## config.mk

```make
export PLATFORM = sky130hd
export DESIGN_NAME = jedro_1_ifu_prefetch_flat
export DESIGN_NICKNAME = d
export VERILOG_FILES = /design/src/rtl/jedro_1_ifu_prefetch_pkg.sv /design/src/rtl/jedro_1_ifu_prefetch_if.sv /design/src/rtl/jedro_1_ifu_prefetch_fifo.sv /design/src/rtl/jedro_1_ifu_prefetch.sv /design/src/flat_wrapper.sv
export SDC_FILE = /design/constraint.sdc
export NUM_CORES = 1
export LEC_CHECK = 0
export ABC_AREA = 0
export ABC_CLOCK_PERIOD_IN_PS = 4500
export CAP_MARGIN = 10
export CORE_MARGIN = 1.5
export CORE_UTILIZATION = 55
export CTS_BUF_LIST = sky130_fd_sc_hd__clkbuf_8 sky130_fd_sc_hd__clkbuf_16
export CTS_CLUSTER_SIZE = 14
export DETAILED_ROUTE_END_ITERATION = 10
export DONT_BUFFER_PORTS = 1
export GPL_ROUTABILITY_DRIVEN = 0
export PLACE_DENSITY = 0.81
export SLEW_MARGIN = 10
export SYNTH_ARGS = -nofsm -noshare
export SYNTH_HDL_FRONTEND = slang
export SYNTH_SLANG_ARGS = --single-unit
```

## constraint.sdc

```tcl
create_clock -name clk_i -period 4.5 [get_ports clk_i]
set_input_delay 0.9 -clock clk_i [delete_from_list [all_inputs] [get_ports clk_i]]
set_output_delay 0.9 -clock clk_i [all_outputs]
set_load 0.01 [all_outputs]
```

## src/rtl/jedro_1_ifu_prefetch_pkg.sv

```systemverilog
// Shared definitions for the jedro_1 instruction fetch unit.
//   INSTR_BYTES   : bytes per instruction word (fetch PC stride)
//   XLEN          : width of the fetch entry fields
//   fetch_entry_t : one buffered instruction together with its PC
//   align_word()  : clears the byte-offset bits of an address
package jedro_1_defines;

  localparam int INSTR_BYTES = 4;
  localparam int XLEN        = 32;

  typedef struct packed {
    logic [XLEN-1:0] instr;
    logic [XLEN-1:0] addr;
  } fetch_entry_t;

  function automatic logic [XLEN-1:0] align_word(input logic [XLEN-1:0] addr);
    return {addr[XLEN-1:2], 2'b00};
  endfunction

endpackage

```

## src/rtl/jedro_1_ifu_prefetch_if.sv

```systemverilog
// Bus bundle of the prefetch stage: redirect input, ROM port and decoder
// handshake. Signal names carry the direction seen from the fetch unit.
//   master : the fetch unit (drives mem_*_o and dec_*_o)
//   slave  : execute stage / ROM / decoder side
interface jedro_1_ifu_prefetch_if #(
  parameter int DATA_WIDTH = 32,
  parameter int ADDR_WIDTH = 32
);
  logic                  jmp_valid_i;
  logic [ADDR_WIDTH-1:0] jmp_addr_i;
  logic                  mem_en_o;
  logic [ADDR_WIDTH-1:0] mem_addr_o;
  logic [DATA_WIDTH-1:0] mem_rdata_i;
  logic                  dec_valid_o;
  logic                  dec_ready_i;
  logic [DATA_WIDTH-1:0] dec_instr_o;
  logic [ADDR_WIDTH-1:0] dec_addr_o;

  modport master (
    input  jmp_valid_i, jmp_addr_i, mem_rdata_i, dec_ready_i,
    output mem_en_o, mem_addr_o, dec_valid_o, dec_instr_o, dec_addr_o
  );

  modport slave (
    output jmp_valid_i, jmp_addr_i, mem_rdata_i, dec_ready_i,
    input  mem_en_o, mem_addr_o, dec_valid_o, dec_instr_o, dec_addr_o
  );
endinterface

```

## src/rtl/jedro_1_ifu_prefetch_fifo.sv

```systemverilog
// jedro_1_fifo: synchronous FIFO with flush, used as the prefetch buffer.
//   clk_i, rst_i : clock, synchronous active-high reset
//   flush_i      : drop all entries at the next edge (wins over push/pop)
//   push_i/wdata_i, pop_i/rdata_o : write side, read side (rdata_o = head)
//   full_o, empty_o, count_o      : occupancy status
module jedro_1_fifo #(
  parameter  int WIDTH = 64,
  parameter  int DEPTH = 4,
  localparam int PW    = $clog2(DEPTH),
  localparam int CW    = PW + 1
) (
  input  logic             clk_i,
  input  logic             rst_i,
  input  logic             flush_i,
  input  logic             push_i,
  input  logic [WIDTH-1:0] wdata_i,
  input  logic             pop_i,
  output logic [WIDTH-1:0] rdata_o,
  output logic             full_o,
  output logic             empty_o,
  output logic [CW-1:0]    count_o
);

  logic [WIDTH-1:0] r_mem [DEPTH];
  logic [PW-1:0]    r_wptr;
  logic [PW-1:0]    r_rptr;
  logic [CW-1:0]    r_count;
  logic             w_push;
  logic             w_pop;

  // A push into a full FIFO is accepted only when the head leaves this cycle.
  assign w_push  = push_i && (!full_o || pop_i);
  assign w_pop   = pop_i && !empty_o;

  assign full_o  = (r_count == CW'(DEPTH));
  assign empty_o = (r_count == '0);
  assign count_o = r_count;
  assign rdata_o = r_mem[r_rptr];

  // Storage carries no reset; stale words are never visible because
  // occupancy comes only from r_count.
  always_ff @(posedge clk_i) begin
    if (w_push) r_mem[r_wptr] <= wdata_i;
  end

  always_ff @(posedge clk_i) begin
    if (rst_i || flush_i) begin
      r_wptr  <= '0;
      r_rptr  <= '0;
      r_count <= '0;
    end else begin
      if (w_push) r_wptr <= r_wptr + PW'(1);
      if (w_pop)  r_rptr <= r_rptr + PW'(1);
      case ({w_push, w_pop})
        2'b10:   r_count <= r_count + CW'(1);
        2'b01:   r_count <= r_count - CW'(1);
        default: r_count <= r_count;
      endcase
    end
  end

endmodule

```

## src/rtl/jedro_1_ifu_prefetch.sv

```systemverilog
// jedro_1_ifu_prefetch: instruction fetch stage of the jedro_1 core.
// Streams sequential word reads from a one-cycle-latency ROM into a small
// prefetch FIFO and presents the head to the decoder with valid/ready.
// A redirect flushes the FIFO and drops the response still in flight.
//   clk_i, rst_i : clock, synchronous active-high reset
//   bus (master) : jmp_valid_i/jmp_addr_i redirect, mem_en_o/mem_addr_o/
//                  mem_rdata_i ROM port, dec_valid_o/dec_ready_i/
//                  dec_instr_o/dec_addr_o decoder handshake
// fetch_entry_t fixes both fields at XLEN, matching the default widths.
module jedro_1_ifu_prefetch
  import jedro_1_defines::*;
#(
  parameter int                  DATA_WIDTH = 32,
  parameter int                  ADDR_WIDTH = 32,
  parameter int                  DEPTH      = 4,
  parameter logic [ADDR_WIDTH-1:0] BOOT_ADDR = 32'h0000_0000
) (
  input logic                     clk_i,
  input logic                     rst_i,
  jedro_1_ifu_prefetch_if.master  bus
);

  localparam int CW = $clog2(DEPTH) + 1;

  logic [ADDR_WIDTH-1:0] r_pc;
  logic [ADDR_WIDTH-1:0] r_req_addr;
  logic                  r_inflight;

  logic [CW-1:0]         w_count;
  logic                  w_full;
  logic                  w_empty;
  logic [CW:0]           w_occ;
  logic                  w_issue;
  logic                  w_pop;
  fetch_entry_t          w_wentry;
  fetch_entry_t          w_head;

  // Slots already committed = buffered + the one response still on its way.
  // Issuing only while this is below DEPTH is what keeps the FIFO from
  // overflowing, so no full check is needed on the push side.
  assign w_occ   = {1'b0, w_count} + {{CW{1'b0}}, r_inflight};
  assign w_issue = !rst_i && !bus.jmp_valid_i && (w_occ < (CW+1)'(DEPTH));

  assign bus.mem_en_o   = w_issue;
  assign bus.mem_addr_o = r_pc;

  assign bus.dec_valid_o = !rst_i && !w_empty;
  assign bus.dec_instr_o = bus.dec_valid_o ? w_head.instr : '0;
  assign bus.dec_addr_o  = bus.dec_valid_o ? w_head.addr  : '0;
  assign w_pop           = bus.dec_valid_o && bus.dec_ready_i;

  assign w_wentry = '{instr: bus.mem_rdata_i, addr: r_req_addr};

  always_ff @(posedge clk_i) begin
    if (rst_i) begin
      r_pc       <= BOOT_ADDR;
      r_req_addr <= '0;
      r_inflight <= 1'b0;
    end else if (bus.jmp_valid_i) begin
      // Clearing r_inflight drops the word the ROM returns next cycle.
      r_pc       <= align_word(bus.jmp_addr_i);
      r_inflight <= 1'b0;
    end else begin
      r_inflight <= w_issue;
      if (w_issue) begin
        r_req_addr <= r_pc;
        r_pc       <= r_pc + ADDR_WIDTH'(INSTR_BYTES);
      end
    end
  end

  // Flush on redirect takes priority over the same-cycle push and pop.
  jedro_1_fifo #(
    .WIDTH ($bits(fetch_entry_t)),
    .DEPTH (DEPTH)
  ) u_fifo (
    .clk_i   (clk_i),
    .rst_i   (rst_i),
    .flush_i (bus.jmp_valid_i),
    .push_i  (r_inflight),
    .wdata_i (w_wentry),
    .pop_i   (w_pop),
    .rdata_o (w_head),
    .full_o  (w_full),
    .empty_o (w_empty),
    .count_o (w_count)
  );

  a_count_le_depth : assert property (@(posedge clk_i) disable iff (rst_i)
    w_count <= CW'(DEPTH));

  a_no_overflow : assert property (@(posedge clk_i) disable iff (rst_i)
    !(w_full && r_inflight && !w_pop && !bus.jmp_valid_i));

endmodule

```

## src/flat_wrapper.sv

```systemverilog
// flat-port wrapper written by rule: the top's interface ports become plain ports
module jedro_1_ifu_prefetch_flat import jedro_1_defines::*;
#(
  parameter int                  DATA_WIDTH = 32,
  parameter int                  ADDR_WIDTH = 32,
  parameter int                  DEPTH      = 4,
  parameter logic [ADDR_WIDTH-1:0] BOOT_ADDR = 32'h0000_0000
)
  (clk_i, rst_i, bus_jmp_valid_i, bus_jmp_addr_i, bus_mem_rdata_i, bus_dec_ready_i, bus_mem_en_o, bus_mem_addr_o, bus_dec_valid_o, bus_dec_instr_o, bus_dec_addr_o);
  jedro_1_ifu_prefetch_if #(.DATA_WIDTH(DATA_WIDTH), .ADDR_WIDTH(ADDR_WIDTH)) bus_i ();
  input logic clk_i;
  input logic rst_i;
  input wire logic [$bits(bus_i.jmp_valid_i)-1:0] bus_jmp_valid_i;
  input wire logic [$bits(bus_i.jmp_addr_i)-1:0] bus_jmp_addr_i;
  input wire logic [$bits(bus_i.mem_rdata_i)-1:0] bus_mem_rdata_i;
  input wire logic [$bits(bus_i.dec_ready_i)-1:0] bus_dec_ready_i;
  output wire logic [$bits(bus_i.mem_en_o)-1:0] bus_mem_en_o;
  output wire logic [$bits(bus_i.mem_addr_o)-1:0] bus_mem_addr_o;
  output wire logic [$bits(bus_i.dec_valid_o)-1:0] bus_dec_valid_o;
  output wire logic [$bits(bus_i.dec_instr_o)-1:0] bus_dec_instr_o;
  output wire logic [$bits(bus_i.dec_addr_o)-1:0] bus_dec_addr_o;
  assign bus_i.jmp_valid_i = bus_jmp_valid_i;
  assign bus_i.jmp_addr_i = bus_jmp_addr_i;
  assign bus_i.mem_rdata_i = bus_mem_rdata_i;
  assign bus_i.dec_ready_i = bus_dec_ready_i;
  assign bus_mem_en_o = bus_i.mem_en_o;
  assign bus_mem_addr_o = bus_i.mem_addr_o;
  assign bus_dec_valid_o = bus_i.dec_valid_o;
  assign bus_dec_instr_o = bus_i.dec_instr_o;
  assign bus_dec_addr_o = bus_i.dec_addr_o;
  jedro_1_ifu_prefetch #(.DATA_WIDTH(DATA_WIDTH), .ADDR_WIDTH(ADDR_WIDTH), .DEPTH(DEPTH), .BOOT_ADDR(BOOT_ADDR)) u_core (.clk_i(clk_i), .rst_i(rst_i), .bus(bus_i));
endmodule
```

* Yosys cells after proc, flatten, opt, wreduce, memory -nomap -nowiden *
Memories as Yosys holds them, arrays and structs flattened. A register that Yosys moved wholly into a read port is not among the register bits.
Index checks and enable logic that the tools add are counted.
W data, S select, Z words.

storage, ports and cells
  flip-flop bits (word level) = 72
  latch bits = 0
  RAM bits = 256
  ROM bits = 0
  input port bits = 68
  logic and storage cells = 45
  memories = 1

operators by class
  add/sub/neg operators = 6
  multipliers = 0
  divide/modulo/power cells = 0
  magnitude comparators = 1
  equality and inequality tests = 3
  shift operators = 0
  mux-type cells = 9
  bitwise operators = 1
  reduce and logical (&&, ||, !) cells = 17

memory list
  name                 depth  width  read ports  clocked after memory_dff  write ports  line                             RTL
  u_core.u_fifo.r_mem  4      64     1           1                         1            jedro_1_ifu_prefetch_fifo.sv:24  logic [WIDTH-1:0] r_mem [DEPTH];

operators by type and width
  operator                 number
  $mux W32                 4
  $add A32 B3 Y32 const B  1
  $logic_and A1 B1 Y1      6
  $pmux W3 S2              1
  $add A2 B1 Y2 const B    2
  $add A3 B1 Y4            1
  $logic_not A1 Y1         4
  $lt A4 B3 Y1 const B     1
  $mux W2                  2
  $reduce_bool A2 Y1       2
  $add A3 B1 Y3 const B    1
  $eq A3 B3 Y1 const B     1
  $logic_not A3 Y1         1
  $sub A3 B1 Y3 const B    1
  $eq A2 B1 Y1 const B     1
  $eq A2 B2 Y1 const B     1
  $logic_or A1 B1 Y1       2
  $mux W1                  2
  $reduce_and A2 Y1        1
  $reduce_or A2 Y1         1
  $not A1 Y1               1

* Logic depth before layout (Yosys ltp) *
  depth in word-level cells = 8
  mapped depth = 10

* Hierarchy *
A second synthesis with hierarchy kept.

second synthesis, totals
  cells, all modules = 832
  area, all modules = 12986.2 um^2

modules (own cells, without submodules)
  module                instances  cells an instance  area an instance (um^2)
  jedro_1_fifo          1          390                9691.8
  jedro_1_ifu_prefetch  1          442                3294.4

* Worst setup path before layout *
No wires, ideal clock.

  path kind = in2reg
  from = in rst_i
  to = mem u_core.u_fifo.r_mem[0][10], enable pin
  setup time = 0.426 ns
  data arrival time = 3.118 ns
  path slack = 0.955 ns
  stages on the path = 4
  buffers on the path = 1
  path through = buf_6 nand2b_1 a41oi_1 and2_1

between the ends
  longest elaborated chain between the ends = 7

RTL lines
  item                           line                             RTL
  from (decl)                    flat_wrapper.sv:12               input logic rst_i;
  $logic_not A1 Y1               jedro_1_ifu_prefetch.sv:47       assign bus.dec_valid_o = !rst_i && !w_empty;
  $logic_and A1 B1 Y1            jedro_1_ifu_prefetch.sv:47
  $logic_and A1 B1 Y1            jedro_1_ifu_prefetch.sv:50       assign w_pop = bus.dec_valid_o && bus.dec_ready_i;
  $logic_or A1 B1 Y1             jedro_1_ifu_prefetch_fifo.sv:32  assign w_push = push_i && (!full_o || pop_i);
  $logic_and A1 B1 Y1            jedro_1_ifu_prefetch_fifo.sv:32
  $mux W1                        jedro_1_ifu_prefetch_fifo.sv:43  if (w_push) r_mem[r_wptr] <= wdata_i;
  $mux W1 (implied by the code)  jedro_1_ifu_prefetch_fifo.sv:43
  to (decl)                      jedro_1_ifu_prefetch_fifo.sv:24

Every way passes these cells.

==> metrics.txt <==
clk slew on worst S/H paths=0.06 ns; Initial DRT Pass Iterations=5; CP Data Arrival Time=around 2.4 ns; Worst R2R Start=u_core.u_fifo.count_o[0]; Final Hold Violating Endpoints=0; hold buffer count at cts=0; Startpoint Class=register; worst-case clock buffer depth=3; Final setup viols=0; hold depth=1; worst r2r dst=u_core.u_fifo.count_o[2]; MaxCap Viol Count=0; Yosys Warn Count=0; worst IR drop on VDD=0.324 mV; fin crit period=3.33 ns; grt total ovfl=0; Setup Skew=approximately 0.012 ns; fin. max-slew vios=0; Die ar.=24000 µm²; first-pass GRT wire length=roughly 36 mm; Antenna Cells=0; # port buffers=0; Syn-to-layout area delta=10.7%; outcome=finished, final reports clean; hold crit path type=in2reg; cell area after synthesis=roughly 13000 µm²; CTS tree=done; critical setup path kind=reg2out; Post-synth EDFFs=about 250; CP required=3.60 ns; CTS H-Tree Depth=2; Reg2Reg Depth=9; wirelength, routed=around 24 mm; slew margin rel.=0.340; met3 global-route usage=0.0557; post-route ant nets=0; clk_lat worst skew=roughly 0.50 ns; share of synthesized registers carrying an async set or reset=0; Seq/Total Area, Yosys=0.697; Fill cells=1609; final design utilization=0.621; most common cell in the synthesized netlist=edfxtp_1; pin count of the biggest net entering global routing=65; LEAKAGE=4.69 nW; Initial Util=0.561; core area=roughly 23000 µm²; DRC Markers=0; GR peak layer=met2; post-synth top area share=0.587; Die H=roughly 150 µm; Reg2Reg Setup Slack=1.96 ns; die width=around 150 µm; most frequent cells after synthesis=edfxtp_1, nand2_1, and2_1; hold worst-path end=u_core.bus.mem_addr_o[15]; max frequency=between 300 and 400 MHz; via count=roughly 6700; Main synth FF type=edfxtp_1; area of the multi-input gates=3610 µm²; setup TNS=0 ns; initial DRC count=~520; Slew @ Worst Pin=0.990 ns; Setup Buffers After CTS=0; Final nets=between 800 and 900; # clock sinks=~320; Post-CTS Resized=0; final period utilization=0.740; Max FO, Critical Path=24; Wirelength per Cell=21.3 µm; TritonCTS Buffers=34; synth unique cells=49; Power Total=roughly 6.3 mW; vias in the first global route=between 6000 and 7000; clock root buffer=clkbuf_16; Area contributors post-synth=edfxtp_1, dfxtp_1, mux4_2; hold_sp=rst_i; I/O pins=166; Placed Cells incl. Taps=approximately 1100; Synth Register Bits=around 320; Placed Area=12900 µm²; row count=55; fin area=~14000 µm²; met2 Use GR=0.312; Pwr Density=around 450 nW/µm²; register area=about 8900 µm²; Avg Inst Size Synth=approximately 16 µm²; leading area contributor after synthesis=edfxtp_1; share of layout cells above drive strength 1=0.157; met1 Use GR=0.269; initial antenna violation count=0; hpwl dp=13.8 mm; Cells after Synth=807; gr usage total=0.197; Finished Layout Cells=approximately 1100; unrepaired setup endpoints after global routing=false; post-DR vias/cell=a little over 6; Critical Path Sink Type=output port
cell type report:
type	instances	share of cell area
sequential	318	0.630
multi-input combinational	431	0.257
clock buffer	37	0.0650
tap	285	0.0254
clock inverter	20	0.0175
inverter	11	0.00294
timing repair buffer	5	0.00267
power breakdown:
part           leakage [nW]  switching (mW)  internal (mW)
logic                  1.07          0.0870         0.0652
clock network         0.605            1.07           1.80
registers              3.01          0.0678           3.21
total                  4.69            1.22           5.08
kinds of logic after synthesis:
group	after synthesis	synth area share
mux	70	0.117
buf+inv	61	0.0212
compound gates	78	0.0373
flops	318	0.697
fa+ha+maj	7	0.00749
other cells	1	0.000295
xor+xnor	24	0.0166
simple gates	248	0.104
how the worst max path moves through the flow:
stage / from / endpoint
floorplan: rst_i / u_core.u_fifo.r_mem[0][10]
global placement: rst_i / u_core.u_fifo.r_mem[1][54]
detailed placement: rst_i / u_core.u_fifo.r_mem[1][60]
CTS: register / bus_dec_instr_o[30]
global route: register / bus_dec_instr_o[25]
finish: register / bus_dec_instr_o[11]
critical path, cell delays in order, from the launching register on:
cell and delay, ns:
dfxtp_4 0.67, buf_4 0.47, mux4_2 0.57, and2_1 0.20
per-layer routing:
layer  vias up  routed length, µm  part of all wire
met3        35               1900             0.081
met2       287              11300              0.48
li1       3049                  -                 -
met4         0                416             0.018
met5         -                  0                 0
met1      3323               9980              0.42
layout by cell type, fill, tap and decap left out, types with 3 or more instances in the layout:
master / Yosys / routed
and3_1: 4 / 4
and4_1: 5 / 5
buf_4: 4 / 5
and2_1: 77 / 73
clkbuf_16: 0 / 36
dfxtp_1: 70 / 68
nor4_4: 3 / 3
xor2_1: 15 / 15
and2_4: 0 / 4
xnor2_1: 9 / 9
ha_1: 6 / 6
a21oi_1: 43 / 43
conb_1: 1 / 4
a31oi_1: 10 / 10
nand3_1: 16 / 16
mux4_2: 62 / 62
or3_1: 4 / 4
o22ai_1: 8 / 8
nor2_1: 29 / 28
edfxtp_1: 248 / 248
nand2_1: 83 / 83
a211oi_1: 5 / 5
nor3_1: 5 / 5
inv_1: 10 / 20
bufinv_16: 0 / 6
mux2i_1: 5 / 5
nand4_1: 14 / 14
state kept, by name, summed over array words and instances, names as in the netlist, named ones only:
name,flops
u_core.u_fifo.r_wptr,2
u_core.r_req_addr,30
u_core.u_fifo.r_rptr,2
u_core.r_inflight,1
u_core.u_fifo.r_mem,248
u_core.u_fifo.count_o,3
u_core.bus.mem_addr_o,30
per-stage QoR:
stage | hold WS [ns] | setup WS [ns]
after floorplan | 0.460 | 0.955
after global placement | 0.472 | 1.54
after detailed placement | 0.487 | 1.50
after CTS | 0.445 | 1.09
after global routing | 0.455 | 0.967
final | 0.470 | 1.17
No activity file was read; power rests on OpenSTA's default activity.
